**src/rtl/fifo_stream_arbiter.sv**
```systemverilog
// ----------------------------------------------------------------------------
// fifo_stream_arbiter
//
// Round-robin, burst-limited arbiter merging N show-ahead 32-bit word sources
// into one registered output word with a pop handshake (feeds the readout
// BRAM FIFO). Each grant takes up to BURST_MAX consecutive words from one
// source, then re-arbitrates starting after the last winner.
//
// Ports:
//   CLK        sole clock, rising edge
//   RESETB     asynchronous active-low reset
//   ENABLE     per-source enable mask
//   IN_EMPTY   per-source empty flag; IN_DATA slice valid while low
//   IN_DATA    source words, source i at [32*i+31:32*i]
//   IN_READ    per-source pop strobe (only combinational output)
//   OUT_READ   downstream pop, honoured only while OUT_EMPTY=0
//   OUT_EMPTY  output register holds no word
//   OUT_DATA   output word
//   OUT_SRC    index of the source that produced OUT_DATA
//   GRANT      one-hot current grant, zero when idle
//   WORD_CNT   total words forwarded (wraps)
// ----------------------------------------------------------------------------
module fifo_stream_arbiter #(
    parameter int N         = 4,
    parameter int BURST_MAX = 16,
    parameter int SW        = $clog2(N)
) (
    input  logic            CLK,
    input  logic            RESETB,
    input  logic [N-1:0]    ENABLE,
    input  logic [N-1:0]    IN_EMPTY,
    input  logic [32*N-1:0] IN_DATA,
    output logic [N-1:0]    IN_READ,
    input  logic            OUT_READ,
    output logic            OUT_EMPTY,
    output logic [31:0]     OUT_DATA,
    output logic [SW-1:0]   OUT_SRC,
    output logic [N-1:0]    GRANT,
    output logic [31:0]     WORD_CNT
);

    typedef enum logic {
        IDLE  = 1'b0,
        BURST = 1'b1
    } state_t;

    localparam logic [7:0] BURST_LAST = 8'(BURST_MAX - 1);

    state_t        state;
    logic [SW-1:0] gidx;       // index of the granted source
    logic [SW-1:0] last;       // most recent winner, round-robin pointer
    logic [7:0]    burst_cnt;  // words taken in the current burst

    logic          accept;
    logic          rd;
    logic          burst_end;
    logic [N-1:0]  req;
    logic          found;
    logic [SW-1:0] sel;
    logic [SW-1:0] cand;

    // The output register can take a word when it is empty or being popped
    // in this same cycle, which gives one word per cycle sustained.
    assign accept = OUT_EMPTY | OUT_READ;
    assign req    = ENABLE & ~IN_EMPTY;
    assign rd     = (state == BURST) && !IN_EMPTY[gidx] && ENABLE[gidx] && accept;

    // A stalled burst (accept=0) on an empty source holds its grant; only a
    // disable or a completed/drained burst releases it.
    assign burst_end = (rd && (burst_cnt == BURST_LAST))
                     || (IN_EMPTY[gidx] && accept)
                     || !ENABLE[gidx];

    // NOTE: every combinational output gets a default before any conditional
    // assignment, otherwise synthesis infers a latch for the untaken path.
    always_comb begin
        IN_READ = '0;
        if (rd) begin
            IN_READ[gidx] = 1'b1;
        end
    end

    // Search last+1, last+2, ..., last (mod N); N is a power of two so the
    // SW-bit addition wraps naturally.
    always_comb begin
        found = 1'b0;
        sel   = last;
        cand  = '0;
        for (int k = 1; k <= N; k++) begin
            cand = last + SW'(k);
            if (!found && req[cand]) begin
                found = 1'b1;
                sel   = cand;
            end
        end
    end

    // NOTE: sequential state uses non-blocking assignments so every register
    // samples the pre-edge values regardless of statement order.
    always_ff @(posedge CLK or negedge RESETB) begin
        if (!RESETB) begin
            state     <= IDLE;
            GRANT     <= '0;
            gidx      <= '0;
            last      <= SW'(N - 1);  // source 0 wins the first arbitration
            burst_cnt <= '0;
        end else begin
            case (state)
                IDLE: begin
                    if (found) begin
                        state     <= BURST;
                        GRANT     <= N'(1) << sel;
                        gidx      <= sel;
                        last      <= sel;
                        burst_cnt <= '0;
                    end
                end
                BURST: begin
                    if (rd) begin
                        burst_cnt <= burst_cnt + 8'd1;
                    end
                    if (burst_end) begin
                        state <= IDLE;
                        GRANT <= '0;
                    end
                end
                default: begin
                    state <= IDLE;
                    GRANT <= '0;
                end
            endcase
        end
    end

    // Output register and word counter. A word held at reset is discarded.
    always_ff @(posedge CLK or negedge RESETB) begin
        if (!RESETB) begin
            OUT_EMPTY <= 1'b1;
            OUT_DATA  <= '0;
            OUT_SRC   <= '0;
            WORD_CNT  <= '0;
        end else begin
            if (rd) begin
                OUT_DATA  <= IN_DATA[32*int'(gidx) +: 32];
                OUT_SRC   <= gidx;
                OUT_EMPTY <= 1'b0;
                WORD_CNT  <= WORD_CNT + 32'd1;
            end else if (OUT_READ) begin
                // Popping an already-empty register leaves it empty.
                OUT_EMPTY <= 1'b1;
            end
        end
    end

endmodule

```
**config.mk**
```make
export PLATFORM = sky130hd
export DESIGN_NAME = fifo_stream_arbiter
export DESIGN_NICKNAME = d
export VERILOG_FILES = /design/src/rtl/fifo_stream_arbiter.sv
export SDC_FILE = /design/constraint.sdc
export NUM_CORES = 1
export LEC_CHECK = 0
export CAP_MARGIN = 40
export CORE_AREA = 8 8 119 121
export CTS_CLUSTER_DIAMETER = 100
export CTS_CLUSTER_SIZE = 12
export DETAILED_ROUTE_END_ITERATION = 10
export DIE_AREA = 0 0 127 129
export PLACE_DENSITY = 0.77
export SLEW_MARGIN = 0
export SYNTH_ARGS = -nofsm -noshare
export SYNTH_HDL_FRONTEND = slang
export SYNTH_SLANG_ARGS = --single-unit
export TNS_END_PERCENT = 30
```
**constraint.sdc**
```tcl
create_clock -name CLK -period 2.2 [get_ports CLK]
set_input_delay 0.44 -clock CLK [delete_from_list [all_inputs] [get_ports CLK]]
set_output_delay 0.44 -clock CLK [all_outputs]
set_load 0.05 [all_outputs]
```
==> out/results.ini <==
[run_status]
outcome = complete, but fails checks
violations = negative setup slack

[run]
maxCapViolCount = 0

[timing]
finalSetupTns_ns = -1.45
finalClockSkew_ns = 0.00584
setup-violations-final = 4
maxSlewViolCount = 0
hold_viol = 0
period_minus_slack_ns = 2.62
rsz0062_at_grt = true
clock.fmax_ghz = 0.382
setup_ws_ns = -0.420
maxSlewHeadroom = 0.629
tightest_slew_ns = 0.555
min_period_over_period = 1.19
hold_slack_ns = 0.0849

[pwr]
seq_power_share = 0.265
p_per_area_mw_per_mm2 = 1150
leakage_nw = 3.26
clkPwrFrac = 0.189
peakVddDrop_uv = 459
p_switching_mw = 3.71
p_int_mw = 5.01
p_sw_frac = 0.425
comb_power_share = 0.545

[clocking]
cts_tree = yes
path_clk_slew_ns = 0.07
htree_num_levels = 3
cts_buffers = 9
clockBufferDepth = 2
clock-sinks = 84
clock_latency_ns = 0.33
root_buffer = clkbuf_16
holdBufCountCts = 0

[logic_synthesis]
syn_area_per_cell_um2 = 10.7
synth_flop_cell = dfrtp_1
synthCells = 424
synth_area_mm2 = 0.00455
yosysWarnings = 0
yosysSeqAreaShare = 0.463
synth_cell_types = 48
synth_async_sr_flop_share = 1.00
syn_nets = 565
synth_seq_cells = 84
synth_edf_count = 0

[worst_setup_path]
worstPathArrival_ns = 2.18
crit_path_end_kind = output port
cp-start-kind = flip-flop
cp_slowest_cell = mux4_2
slowest_delay_ns = 0.61
worstSetupPathType = flip-flop to output port
crit_required_ns = 1.76
path_max_fanout = 4
crit_chain = mux4_2, nor4b_4, buf_4, buf_6, and3_4, buf_12

[global_routing]
met3_usage = 0.0608
grt-ovfl-total = 0
first_global_vias = 4640
grt_pass1_wl_um = 23500
met1_usage = 0.186
antenna_found_initial = 0
gr-usage-all-layers = 0.181
grt.busiest_layer = met2
grt_max_degree = 43
met2_usage = 0.335

[place]
post-place-ws_ns = -0.512
routabilityCongestion = 0.807
place_hpwl_um = 11800
place_inst = 795
io_buffers = 213

[cells_and_area]
nNetsFinal = 802
syn2layout_area_growth_pct = 66.7
fillers = 999
antenna_cells = 0
drive_gt1_frac = 0.180
post-route-util = 0.616
mostFrequentLayoutCell = clkdlybuf4s50_1
final_cells = 816
final_cell_mix = 203 x clkdlybuf4s50_1, 124 x nand2_1, 79 x dfrtp_1, 34 x mux4_2, 30 x buf_4

[drt]
drc = 0
drtIter0Drc = 221
wl_um = 14900
drtPass1Iterations = 4
antenna_left = 0
vias = 4176
viasPerCell = 5.12
wl_per_cell_um = 18.3

[die]
initial_utilization = 0.370
dieArea_mm2 = 0.0164
core_area_mm2 = 0.0123
pin_count = 214
die_w_um = 127
rows = 41
die_h_um = 129

[min_path]
hold_path_class = input port to async pin

[layer usage]
metal	part of all wire	vias up
li1	-	1968
met2	0.54	182
met1	0.36	2009
met4	0.016	0
met3	0.084	17
met5	0	-
[critical path: cells and delay by family, from the launching register on]
| kind | cells | cell delay [ns] |
|---|---|---|
| muxes | 1 | 0.61 |
| and+or+nand+nor | 2 | 0.42 |
| buffers and inverters | 3 | 0.42 |
| DFF | 1 | 0.39 |
[path summary, 6_finish.rpt]
check	from	end	slack [ns]	cells after the start
min in group CLK	WORD_CNT[31]	WORD_CNT[31]	0.46	1
max in group asynchronous	RESETB	OUT_EMPTY	1.49	2
min reg2reg	WORD_CNT[31]	WORD_CNT[31]	0.46	1
max	gidx[1]	IN_READ[3]	-0.42	6
min	RESETB	WORD_CNT[29]	0.08	1
max reg2reg	gidx[1]	WORD_CNT[16]	0.03	6
[stage by stage]
stage | total power, mW | area, µm²
CTS | 8.69 | 7470
finish | 8.72 | 7590
detailed placement | 7.00 | 7090
floorplan | 5.36 | 4600
global placement | 6.89 | 7090
global route | 9.19 | 7590
[repair_timing]
| item | 4_1_cts | 5_1_grt |
|---|---|---|
| endpoints found under the setup margin | 20 | 28 |
| gates cloned | 0 | 2 |
| gates resized for setup | 15 | 14 |
| buffers inserted | 1 | 4 |
| pin swaps | 3 | 5 |
[logic make-up after synthesis]
logic type / count (synthesis) / share of synthesized area
AO/OA/AOI/OAI: 27 / 0.0443
XOR/XNOR: 35 / 0.0673
adder cells (fa/ha/maj): 2 / 0.00550
buffers and inverters: 28 / 0.0239
flip-flops: 84 / 0.463
multiplexers: 34 / 0.168
AND/OR/NAND/NOR: 214 / 0.228
[registers in the layout, indices dropped and copies added (netlist names)]
name,count
OUT_DATA,32
gidx,2
WORD_CNT,32
state,1
last,2
OUT_EMPTY,1
OUT_SRC,2
burst_cnt,8
GRANT,4
[cell type report]
| class | count | area [µm²] | area share |
|---|---|---|---|
| multi-input cells | 313 | 2470 | 0.326 |
| repair buffers | 246 | 2470 | 0.325 |
| flip-flops and latches | 84 | 2110 | 0.278 |
| clock buffers | 11 | 243 | 0.0320 |
| well taps | 150 | 188 | 0.0247 |
| clock inverters | 5 | 83.8 | 0.0110 |
| inverters | 7 | 26.3 | 0.00346 |
[cell usage after synthesis, types with 2 or more instances]
library cell    n  area share
nand2_1       125        0.10
dfrtp_1        81        0.45
mux4_2         34        0.17
xnor2_1        18       0.035
xor2_1         17       0.033
nor2_1         16       0.013
clkbuf_1       15       0.012
nand3_1        15       0.016
nor3_1         13       0.014
nand4_1         9       0.012
inv_1           7      0.0058
and3_1          5      0.0069
nand2b_1        5      0.0069
nor2b_1         5      0.0069
o21ai_0         5      0.0055
and2_1          3      0.0041
buf_1           3      0.0025
buf_2           3      0.0033
dfstp_2         3       0.017
nor4_1          3      0.0041
a21oi_1         2      0.0022
a22o_1          2      0.0038
ha_1            2      0.0055
nand3_4         2      0.0077
nand3b_1        2      0.0033
nor3_2          2      0.0044
nor3b_2         2      0.0055
o211ai_1        2      0.0033
o21a_1          2      0.0033
o2bb2ai_1       2      0.0038
o31ai_1         2      0.0033
[power groups by stage]
| stage | clock [mW] | combinational, mW | sequential (mW) |
|---|---|---|---|
| 2_1_floorplan | 0 | 1.91 | 3.45 |
| 3_3_place_gp | 0 | 4.58 | 2.31 |
| 3_5_place_dp | 0 | 4.65 | 2.34 |
| 4_1_cts | 1.69 | 4.69 | 2.31 |
| 5_1_grt | 1.75 | 5.06 | 2.37 |
| 6_report | 1.65 | 4.75 | 2.31 |
Power figures use the tool's default switching activity.
